[src/rtl/spi_slave_echo_core.sv]
// SPI slave with RX/TX FIFOs; in echo modes received words are transformed and
// queued back for transmission. SPI inputs are assumed already synchronised to clk.
module spi_slave_echo_core #(
  parameter int unsigned WIDTH = 8,
  parameter int unsigned DEPTH = 16,
  parameter bit          CPOL  = 1'b0,
  parameter bit          CPHA  = 1'b0
) (
  input  logic                   clk,
  input  logic                   rst,
  input  logic                   cs_n,
  input  logic                   sclk,
  input  logic                   mosi,
  output logic                   miso,
  input  logic [1:0]             mode,
  output logic [WIDTH-1:0]       rx_data,
  output logic                   rx_valid,
  input  logic                   rx_ready,
  input  logic [WIDTH-1:0]       tx_data,
  input  logic                   tx_valid,
  output logic                   tx_ready,
  output logic [$clog2(DEPTH):0] rx_level,
  output logic [$clog2(DEPTH):0] tx_level,
  output logic                   rx_overflow,
  output logic                   tx_underflow,
  input  logic                   clear_flags,
  output logic                   frame_done
);

  localparam int unsigned ADDR_W = $clog2(DEPTH);
  localparam int unsigned LVL_W  = ADDR_W + 1;
  localparam int unsigned CNT_W  = $clog2(WIDTH + 1);
  localparam logic [LVL_W-1:0] FULL     = LVL_W'(DEPTH);
  localparam logic [CNT_W-1:0] LAST_BIT = CNT_W'(WIDTH - 1);

  logic             sclk_q, cs_q, armed_q;
  logic [CNT_W-1:0] bit_cnt_q, bit_cnt_d;
  logic [WIDTH-2:0] rx_shift_q, rx_shift_d;
  logic [WIDTH-1:0] tx_shift_q, tx_shift_d;
  logic             miso_bit_q, miso_bit_d;
  logic             load_pend_q, load_pend_d;
  logic             frame_done_q;
  logic             rx_ovf_q, tx_unf_q;

  logic [WIDTH-1:0]  rx_mem [DEPTH];
  logic [WIDTH-1:0]  tx_mem [DEPTH];
  logic [ADDR_W-1:0] rx_wptr_q, rx_rptr_q, tx_wptr_q, tx_rptr_q;
  logic [LVL_W-1:0]  rx_level_q, tx_level_q;

  logic             active, start, rise, fall, sample_edge, shift_edge, word_done;
  logic             load;
  logic [WIDTH-1:0] rx_word, load_word, tx_head, rx_head, echo_word, tx_push_data;
  logic             rx_full, rx_empty, tx_full, tx_empty;
  logic             echo, rx_push, rx_pop, tx_push, tx_pop;

  // Edges count only once cs_n has been seen high since reset.
  assign active      = ~cs_n & armed_q;
  assign start       = active & cs_q;
  assign rise        = sclk & ~sclk_q;
  assign fall        = ~sclk & sclk_q;
  assign sample_edge = active & ~start & ((CPOL == CPHA) ? rise : fall);
  assign shift_edge  = active & ~start & ((CPOL == CPHA) ? fall : rise);
  assign rx_word     = {rx_shift_q, mosi};
  assign word_done   = sample_edge & (bit_cnt_q == LAST_BIT);

  assign rx_full  = (rx_level_q == FULL);
  assign rx_empty = (rx_level_q == '0);
  assign tx_full  = (tx_level_q == FULL);
  assign tx_empty = (tx_level_q == '0);
  assign rx_head  = rx_mem[rx_rptr_q];
  assign tx_head  = tx_mem[tx_rptr_q];

  always_comb begin
    bit_cnt_d   = bit_cnt_q;
    rx_shift_d  = rx_shift_q;
    tx_shift_d  = tx_shift_q;
    miso_bit_d  = miso_bit_q;
    load_pend_d = load_pend_q;
    load        = 1'b0;
    load_word   = tx_empty ? '0 : tx_head;
    if (!active) begin
      bit_cnt_d   = '0;
      miso_bit_d  = 1'b0;
      load_pend_d = 1'b0;
    end else if (start) begin
      load       = 1'b1;
      tx_shift_d = load_word;
    end else if (sample_edge) begin
      rx_shift_d = rx_word[WIDTH-2:0];
      if (word_done) begin
        bit_cnt_d = '0;
        // An empty TX FIFO is re-checked at the shift edge so a word echoed
        // from the one just received can still go out back-to-back.
        if (tx_empty) begin
          load_pend_d = 1'b1;
        end else begin
          load       = 1'b1;
          tx_shift_d = load_word;
        end
      end else begin
        bit_cnt_d = bit_cnt_q + CNT_W'(1);
      end
    end else if (shift_edge) begin
      if (load_pend_q) begin
        load        = 1'b1;
        load_pend_d = 1'b0;
        if (CPHA) begin
          miso_bit_d = load_word[WIDTH-1];
          tx_shift_d = {load_word[WIDTH-2:0], 1'b0};
        end else begin
          tx_shift_d = load_word;
        end
      end else if (CPHA) begin
        miso_bit_d = tx_shift_q[WIDTH-1];
        tx_shift_d = {tx_shift_q[WIDTH-2:0], 1'b0};
      end else if (bit_cnt_q != '0) begin
        tx_shift_d = {tx_shift_q[WIDTH-2:0], 1'b0};
      end
    end
  end

  always_comb begin
    unique case (mode)
      2'b10:   echo_word = ~rx_head;
      2'b11:   echo_word = rx_head + WIDTH'(1);
      default: echo_word = rx_head;
    endcase
  end

  assign echo         = (mode != 2'b00) & ~rx_empty & ~tx_full;
  assign rx_valid     = ~rst & (mode == 2'b00) & ~rx_empty;
  assign tx_ready     = ~rst & (mode == 2'b00) & ~tx_full;
  assign rx_push      = word_done & ~rx_full;
  assign rx_pop       = (rx_valid & rx_ready) | echo;
  assign tx_push      = (tx_valid & tx_ready) | echo;
  assign tx_push_data = echo ? echo_word : tx_data;
  assign tx_pop       = load & ~tx_empty;

  always_ff @(posedge clk) begin
    if (rst) begin
      sclk_q       <= CPOL;
      cs_q         <= 1'b0;
      armed_q      <= 1'b0;
      bit_cnt_q    <= '0;
      rx_shift_q   <= '0;
      tx_shift_q   <= '0;
      miso_bit_q   <= 1'b0;
      load_pend_q  <= 1'b0;
      frame_done_q <= 1'b0;
      rx_ovf_q     <= 1'b0;
      tx_unf_q     <= 1'b0;
      rx_wptr_q    <= '0;
      rx_rptr_q    <= '0;
      tx_wptr_q    <= '0;
      tx_rptr_q    <= '0;
      rx_level_q   <= '0;
      tx_level_q   <= '0;
    end else begin
      sclk_q       <= sclk;
      cs_q         <= cs_n;
      armed_q      <= cs_n | armed_q;
      bit_cnt_q    <= bit_cnt_d;
      rx_shift_q   <= rx_shift_d;
      tx_shift_q   <= tx_shift_d;
      miso_bit_q   <= miso_bit_d;
      load_pend_q  <= load_pend_d;
      frame_done_q <= word_done;
      rx_ovf_q     <= (rx_ovf_q & ~clear_flags) | (word_done & rx_full);
      tx_unf_q     <= (tx_unf_q & ~clear_flags) | (load & tx_empty);
      if (rx_push) rx_wptr_q <= rx_wptr_q + ADDR_W'(1);
      if (rx_pop)  rx_rptr_q <= rx_rptr_q + ADDR_W'(1);
      if (tx_push) tx_wptr_q <= tx_wptr_q + ADDR_W'(1);
      if (tx_pop)  tx_rptr_q <= tx_rptr_q + ADDR_W'(1);
      rx_level_q <= rx_level_q + LVL_W'(rx_push) - LVL_W'(rx_pop);
      tx_level_q <= tx_level_q + LVL_W'(tx_push) - LVL_W'(tx_pop);
    end
  end

  always_ff @(posedge clk) begin
    if (rx_push) rx_mem[rx_wptr_q] <= rx_word;
    if (tx_push) tx_mem[tx_wptr_q] <= tx_push_data;
  end

  assign miso         = active & ~start & (CPHA ? miso_bit_q : tx_shift_q[WIDTH-1]);
  assign rx_data      = rx_head;
  assign rx_level     = rx_level_q;
  assign tx_level     = tx_level_q;
  assign rx_overflow  = rx_ovf_q;
  assign tx_underflow = tx_unf_q;
  assign frame_done   = frame_done_q;

endmodule
[config.mk]
export PLATFORM = sky130hd
export DESIGN_NAME = spi_slave_echo_core
export DESIGN_NICKNAME = d
export VERILOG_FILES = /design/src/rtl/spi_slave_echo_core.sv
export SDC_FILE = /design/constraint.sdc
export NUM_CORES = 1
export LEC_CHECK = 0
export BUFFER_PORTS_ARGS = -buffer_cell sky130_fd_sc_hd__buf_2
export CORE_AREA = 2 2 164 166
export DETAILED_ROUTE_END_ITERATION = 6
export DIE_AREA = 0 0 166 168
export GPL_TIMING_DRIVEN = 0
export PLACE_DENSITY_LB_ADDON = 0.2
export SLEW_MARGIN = 20
export SYNTH_ARGS = -nofsm -noshare
export SYNTH_HDL_FRONTEND = slang
export SYNTH_SLANG_ARGS = --single-unit
export TNS_END_PERCENT = 10
[constraint.sdc]
create_clock -name clk -period 3.95 [get_ports clk]
set_clock_uncertainty 0.05 [all_clocks]
set_input_delay 0.1975 -clock clk [delete_from_list [all_inputs] [get_ports clk]]
set_output_delay 0.1975 -clock clk [all_outputs]
set_load 0.1 [all_outputs]
==> metrics, run 1 <==
outcome finished clean; # fillers 2037; FF-to-FF Start rx_level[2]; Yosys cell types 53; via count 6821; Leak 4.89 nW; drt drc 0; synth warn 0; FP Rows 60; cell mode on critical path ha_1; CTS root buffer clkbuf_16; die height 168 um; Final #Nets 900; CP max FO 6; Iteration-0 DRC Markers 510; via density per instance 5.59; min-delay src tx_data[0]; layout cells sized above 1 0.222; diodes inserted 0; Total Routing Usage GR 0.190; Post-Syn Area per Cell 16.7 um^2; Worst Max-Slew Pin Slew 1.10 ns; area occupied by multi-input gates 3760 um^2; R2R setup slack 0.24 ns; ranking of synthesized cells by area edfxtp_1, mux4_2, dfxtp_1, ha_1, nor2_1; Synth Net Count 815; Syn Std Cell Area 12800 um^2; worst min path class in2reg; area share of the largest cell type after synthesis 0.599; Avg WL per Cell 21.4 um; Mapped Cells 770; CTS sink count 316; Synth area leader edfxtp_1; first-pass GRT wire length 40800 um; post-synthesis sequential area ratio 0.693; total CTS buffers 31; Core Util, Final 0.554; ANT nets after route 0; Initial Util 0.487; # IOs 42; final instance area 14600 um^2; register area 8890 um^2; H-tree levels 1; Die Width 166 um; slowest stage cell, crit path nor3_1; Overflow after GRT 0; initial antenna violation count 0; CP cell instances inv_1, ha_1, nor4b_2, nor3_1, a21o_1, ha_1, inv_1, ha_1, fa_1, a21oi_1, nor2_1, or3_1, a21oi_1; clock buffer depth 3; port buffer count 39; Crit. End Element flop; setup violators final 0; TritonCTS clock tree yes; crit share post-route 0.939; min Tclk post-route 3.71 ns; final slew viol count 0; pwr/cell area 629 nW/um^2; Hold Crit Depth 3; TNS Setup 0 ns; RSZ-0062 raised after global routing true; FMAX 270 MHz; largest net degree at the start of global routing 19; DPL Wire Length 19100 um; worst slack, placed 0.0347 ns; Crit Path Class reg2reg; Async SR Flop Fraction 0; GP Congestion 0.825; final hold violations 0; CP Data Required Time 4.37 ns; number of global-route vias before repair 7216; synth-to-layout area growth 13.8%; Critical R2R Capture rx_level[4]; Startpoint Class flop; Relative slew margins 0.260; Max Cap Violations 0; Die ar. 27900 um^2; Worst IR Drop VDD 0.000500 V; Clock transition at path regs 0.06 ns; DP Area 13600 um^2; Hold Path Sink tx_mem[2][0]; Detailed Route WL 26100 um; core area 26400 um^2; post-synthesis register bit count 316; final worst setup slack 0.241 ns; Pre-Repair DR Iteration Count 5; delay of the slowest critical-path stage 0.87 ns; most used flip-flop cell after synthesis edfxtp_1; EDFF count, synth 256; Skew-Pair Late Insertion Delay 0.54 ns; Worst Path Arrival 4.12 ns; R2R depth 13
==> layer usage <==
metal	wire length, um	GRT usage	vias to the layer above
met2	13600	0.343	147
met3	954	0.0233	54
li1	-	-	3141
met5	0	0	-
met1	10500	0.236	3479
met4	1050	0.0692	0
==> critical path: cells and delay by family (launching register included) <==
| family | cells | cell delay [ns] |
|---|---|---|
| and+or+nand+nor | 4 | 1.50 |
| buffers and inverters | 2 | 0.12 |
| adders and majority gates | 4 | 0.99 |
| AOI/OAI and AO/OA | 3 | 0.60 |
| DFF | 1 | 0.38 |
==> worst max path at each step <==
stage	depth (start not counted)	start	end
floorplan	14	rx_level[2]	tx_level[4]
global placement	6	bit_cnt_q[0]	rx_mem[0][0]
detailed placement	10	flop	tx_mem[10][6]
CTS	10	flop	tx_mem[4][6]
global route	13	tx_level[2]	rx_level[4]
finish	13	rx_level[2]	rx_level[4]
==> registers in the layout, indices dropped and copies added (netlist names), 4 cells and up, named ones only <==
| name | flops |
|---|---|
| bit_cnt_q | 4 |
| rx_level | 5 |
| rx_mem | 128 |
| rx_rptr_q | 4 |
| rx_shift_q | 7 |
| rx_wptr_q | 4 |
| tx_level | 5 |
| tx_mem | 128 |
| tx_rptr_q | 4 |
| tx_shift_q | 8 |
| tx_wptr_q | 4 |
==> power by group <==
group | switching (mW) | internal (mW) | leakage (nW)
combinational | 1.54 | 0.701 | 1.53
clock | 1.16 | 1.63 | 0.468
sequential | 0.108 | 4.03 | 2.89
total | 2.81 | 6.37 | 4.89
==> layout make-up <==
type	instances	area share
flip-flops and latches	316	0.609
repair buffers	52	0.0203
inverters	26	0.00668
plain buffers	33	0.0112
well taps	341	0.0292
multi-input cells	395	0.257
clock buffers	40	0.0555
clock inverters	17	0.0109
==> what timing repair did <==
item | 4_1_cts | 5_1_grt
endpoints found under the hold margin | 6 | 0
endpoints found under the setup margin | 0 | 2
hold buffers | 4 | 0
setup buffers | 0 | 0
resized for setup | 0 | 2
==> per-stage QoR <==
stage,instances,power [mW],hold WS (ns)
finish,1220,9.18,0.107
detailed placement,1159,6.45,0.417
global route,1220,9.58,0.124
CTS,1220,9.24,0.0958
floorplan,770,5.86,0.246
global placement,1150,6.33,0.409
==> cells in the mapped netlist, types with 3 or more instances <==
cell type and number:
mux4_2 72, xor2_1 13, dfxtp_1 60, nor4_1 4
nor2_1 57, nand4_1 5, mux2i_1 7, edfxtp_1 256
or3_1 6, ha_1 25, nor3_1 9, buf_2 7
nand2b_1 11, clkbuf_1 20, a21o_1 3, xnor2_1 9
inv_1 25, and2_1 21, nand2_1 49, o21ai_0 9
a311oi_1 7, nor2b_1 13, a21oi_1 28, a22oi_1 15
==> logic make-up (layout without fill, tap and decap cells) <==
| family | Yosys count | in the layout | synth area share |
|---|---|---|---|
| multiplexers | 80 | 80 | 0.133 |
| XOR/XNOR | 22 | 22 | 0.0150 |
| buffers and inverters | 59 | 168 | 0.0204 |
| adder cells (fa/ha/maj) | 27 | 27 | 0.0275 |
| AND/OR/NAND/NOR | 190 | 190 | 0.0726 |
| AO/OA/AOI/OAI | 76 | 76 | 0.0391 |
| flip-flops | 316 | 316 | 0.693 |
==> cells in the final DEF, fill, tap and decap left out, types with 7 or more instances in the layout <==
cell	Yosys	routed
a21oi_1	28	27
a22oi_1	15	15
a311oi_1	7	7
and2_1	21	21
buf_2	7	50
clkbuf_1	20	29
clkbuf_16	0	31
clkinv_2	0	7
dfxtp_1	60	60
edfxtp_1	256	256
ha_1	25	25
inv_1	25	25
mux2i_1	7	7
mux4_2	72	72
nand2_1	49	49
nand2b_1	11	11
nor2_1	57	57
nor2b_1	13	12
xnor2_1	9	9
xor2_1	13	13
(Power assumes the default switching activity.)
==> run 2, diff against run 1 <==
--- a/config.mk
+++ b/config.mk
@@ -6,8 +6,9 @@
 export NUM_CORES = 1
 export LEC_CHECK = 0
+export ABC_AREA = 1
 export BUFFER_PORTS_ARGS = -buffer_cell sky130_fd_sc_hd__buf_2
-export CORE_AREA = 2 2 164 166
+export CORE_AREA = 2 2 168 170
 export DETAILED_ROUTE_END_ITERATION = 6
-export DIE_AREA = 0 0 166 168
+export DIE_AREA = 0 0 170 172
 export GPL_TIMING_DRIVEN = 0
 export PLACE_DENSITY_LB_ADDON = 0.2
==> constraint.sdc (replaced) <==
create_clock -name clk -period 3.95 [get_ports clk]
set_clock_uncertainty 0.05 [all_clocks]
set_input_delay 0.395 -clock clk [delete_from_list [all_inputs] [get_ports clk]]
set_output_delay 0.395 -clock clk [all_outputs]
set_load 0.1 [all_outputs]
==> metrics, run 2 <==
Placed Cells 1656; Relative slew margins 0.307; Synth Net Count 1312; final slew viol count 0; layout cells sized above 1 0.105; Worst Max-Slew Pin Slew 1.04 ns; min Tclk post-route 3.13 ns; Skew-Pair Late Insertion Delay 0.56 ns; diodes inserted 0; Clock transition at path regs 0.06 ns; GP Congestion 0.834; highest-count cells in the layout ignoring fill and taps edfxtp_1, nand2_1, nor2_1; Post-Syn Area per Cell 10.7 um^2; Syn Std Cell Area 13500 um^2; port buffer count 40; via density per instance 5.55; ANT nets after route 0; setup violators final 0; Cell Int Power 6.70 mW; worst min path class in2reg; Setup Buffers After CTS 0; most used flip-flop cell after synthesis edfxtp_1; # fillers 2312; Switching Fraction 0.377; CTS root buffer clkbuf_16; # IOs 42; core area 27500 um^2; Core Util, Final 0.552; synth-to-layout area growth 12.4%; die height 172 um; register area 8890 um^2; post-CTS sizing 0; drt drc 0; Synth top cells by count edfxtp_1, nand2_1, nor2_1, inv_1, nand3_1; DPL Wire Length 22700 um; CTS sink count 316; clock buffer depth 3; Async SR Flop Fraction 0; clock share of power 0.273; Avg WL per Cell 19.5 um; first-pass GRT wire length 50500 um; Max Cap Violations 0; Leak 5.88 nW; Crit Path Class reg2reg; Initial Util 0.492; synth warn 0; largest net degree at the start of global routing 19; crit share post-route 0.793; area share of the largest cell type after synthesis 0.569; Iteration-0 DRC Markers 897; outcome finished clean; Overflow after GRT 0; TNS Setup 0 ns; RSZ-0062 raised after global routing false; hold-fix buffers at CTS 0; Worst setup startpoint tx_level[2]; final hold violations 0; Worst IR Drop VDD 0.000693 V; non-filler cells, final 1713; Total Routing Usage GR 0.229; number of global-route vias before repair 8787; TritonCTS clock tree yes; Final Hold Slack 0.0404 ns; via count 9513; Die ar. 29200 um^2; H-tree levels 1; sequential share of power 0.397; Synth area leader edfxtp_1; CP Data Required Time 4.40 ns; DP Area 14200 um^2; ranking of synthesized cells by area edfxtp_1, dfxtp_1, nand2_1, nor2_1, nand3_1; FMAX 319 MHz; min-delay src clear_flags; most frequent cell after synthesis edfxtp_1; FF-to-FF Start tx_level[2]; most common cell after layout, fill and taps aside edfxtp_1; Crit. End Element flop; Switch Pwr 4.05 mW; final instance area 15200 um^2; EDFF count, synth 256; post-synthesis sequential area ratio 0.658; R2R setup slack 0.82 ns; total CTS buffers 31; Final #Nets 1388; Yosys cell types 43; initial antenna violation count 0; FP Rows 61; Startpoint Class flop; post-synthesis register bit count 316; Pre-Repair DR Iteration Count 5; Detailed Route WL 33300 um; biggest regs rx_mem (128), tx_mem (128), tx_shift_q (8); Worst Path Arrival 3.58 ns; Mapped Cells 1267; area occupied by multi-input gates 3810 um^2; CP max FO 6; pwr/cell area 708 nW/um^2; Die Width 170 um; combinational power share 0.330
## run 2: changes by cell type in the layout (fill, tap and decap cells not counted), sizes merged, moves of 14 or more
| cell | before | now |
|---|---|---|
| nand2 | 49 | 253 |
| inv | 26 | 130 |
| nand3 | 2 | 100 |
| nor2 | 58 | 155 |
| o21ai | 10 | 100 |
| mux4 | 72 | 0 |
| a21oi | 28 | 61 |
| and2 | 21 | 0 |
| a22oi | 15 | 0 |
| buf | 61 | 76 |
| o32ai | 0 | 14 |
## run 2: worst paths after layout
kind / end / depth (start not counted)
max reg2reg: tx_level[4] / 15
max: tx_level[4] / 15
min reg2reg: armed_q / 2
min: tx_underflow / 4
## run 2: cell families after synthesis
logic type      after synthesis  share of synthesized area
compound gates              213                     0.0922
buf+inv                     183                     0.0597
simple gates                521                      0.159
xor+xnor                      7                    0.00454
fa+ha+maj                    27                     0.0261
flops                       316                      0.658
## run 2: cell type report
class                           count  area share
Sequential cell                   316       0.586
Inverter                          129      0.0324
Multi-Input combinational cell    768       0.251
Clock inverter                     22      0.0144
Buffer                             54      0.0207
Clock buffer                       35      0.0521
Tap cell                          346      0.0285
Timing Repair Buffer               43      0.0149
## run 2: critical path, cell delays in order, from the launching register on
cell     delay (ns)
dfxtp_1        0.36
inv_1          0.08
ha_1           0.22
nand4_1        0.15
nand3_1        0.32
nand2_1        0.30
inv_1          0.15
ha_1           0.31
inv_1          0.04
ha_1           0.20
fa_1           0.41
nand2_1        0.09
a21oi_1        0.07
nor2_1         0.11
o21ai_0        0.09
a21oi_1        0.14
## run 2: power by group through the flow
stage                     Combinational, mW  Sequential [mW]  Clock (mW)
after floorplan                        2.23             4.60           0
after global placement                 3.41             4.34           0
after detailed placement               3.52             4.34           0
after CTS                              3.54             4.27        2.97
after global routing                   3.84             4.29        3.11
final                                  3.54             4.27        2.94
## run 2: stage by stage
step | power [mW] | worst slack (ns)
2_1_floorplan | 6.83 | 0.0724
4_1_cts | 10.8 | 0.798
3_5_place_dp | 7.86 | 0.717
6_report | 10.7 | 0.816
3_3_place_gp | 7.76 | -0.260
5_1_grt | 11.2 | 0.489
## run 2: per-layer routing
metal	vias to the layer above	global-route usage	part of all wire	wire, um
met2	345	0.361	0.45	15000
met1	4601	0.333	0.46	15300
met3	64	0.0346	0.067	2250
met5	-	0	0	0
li1	4503	-	-	-
met4	0	0.0665	0.024	805
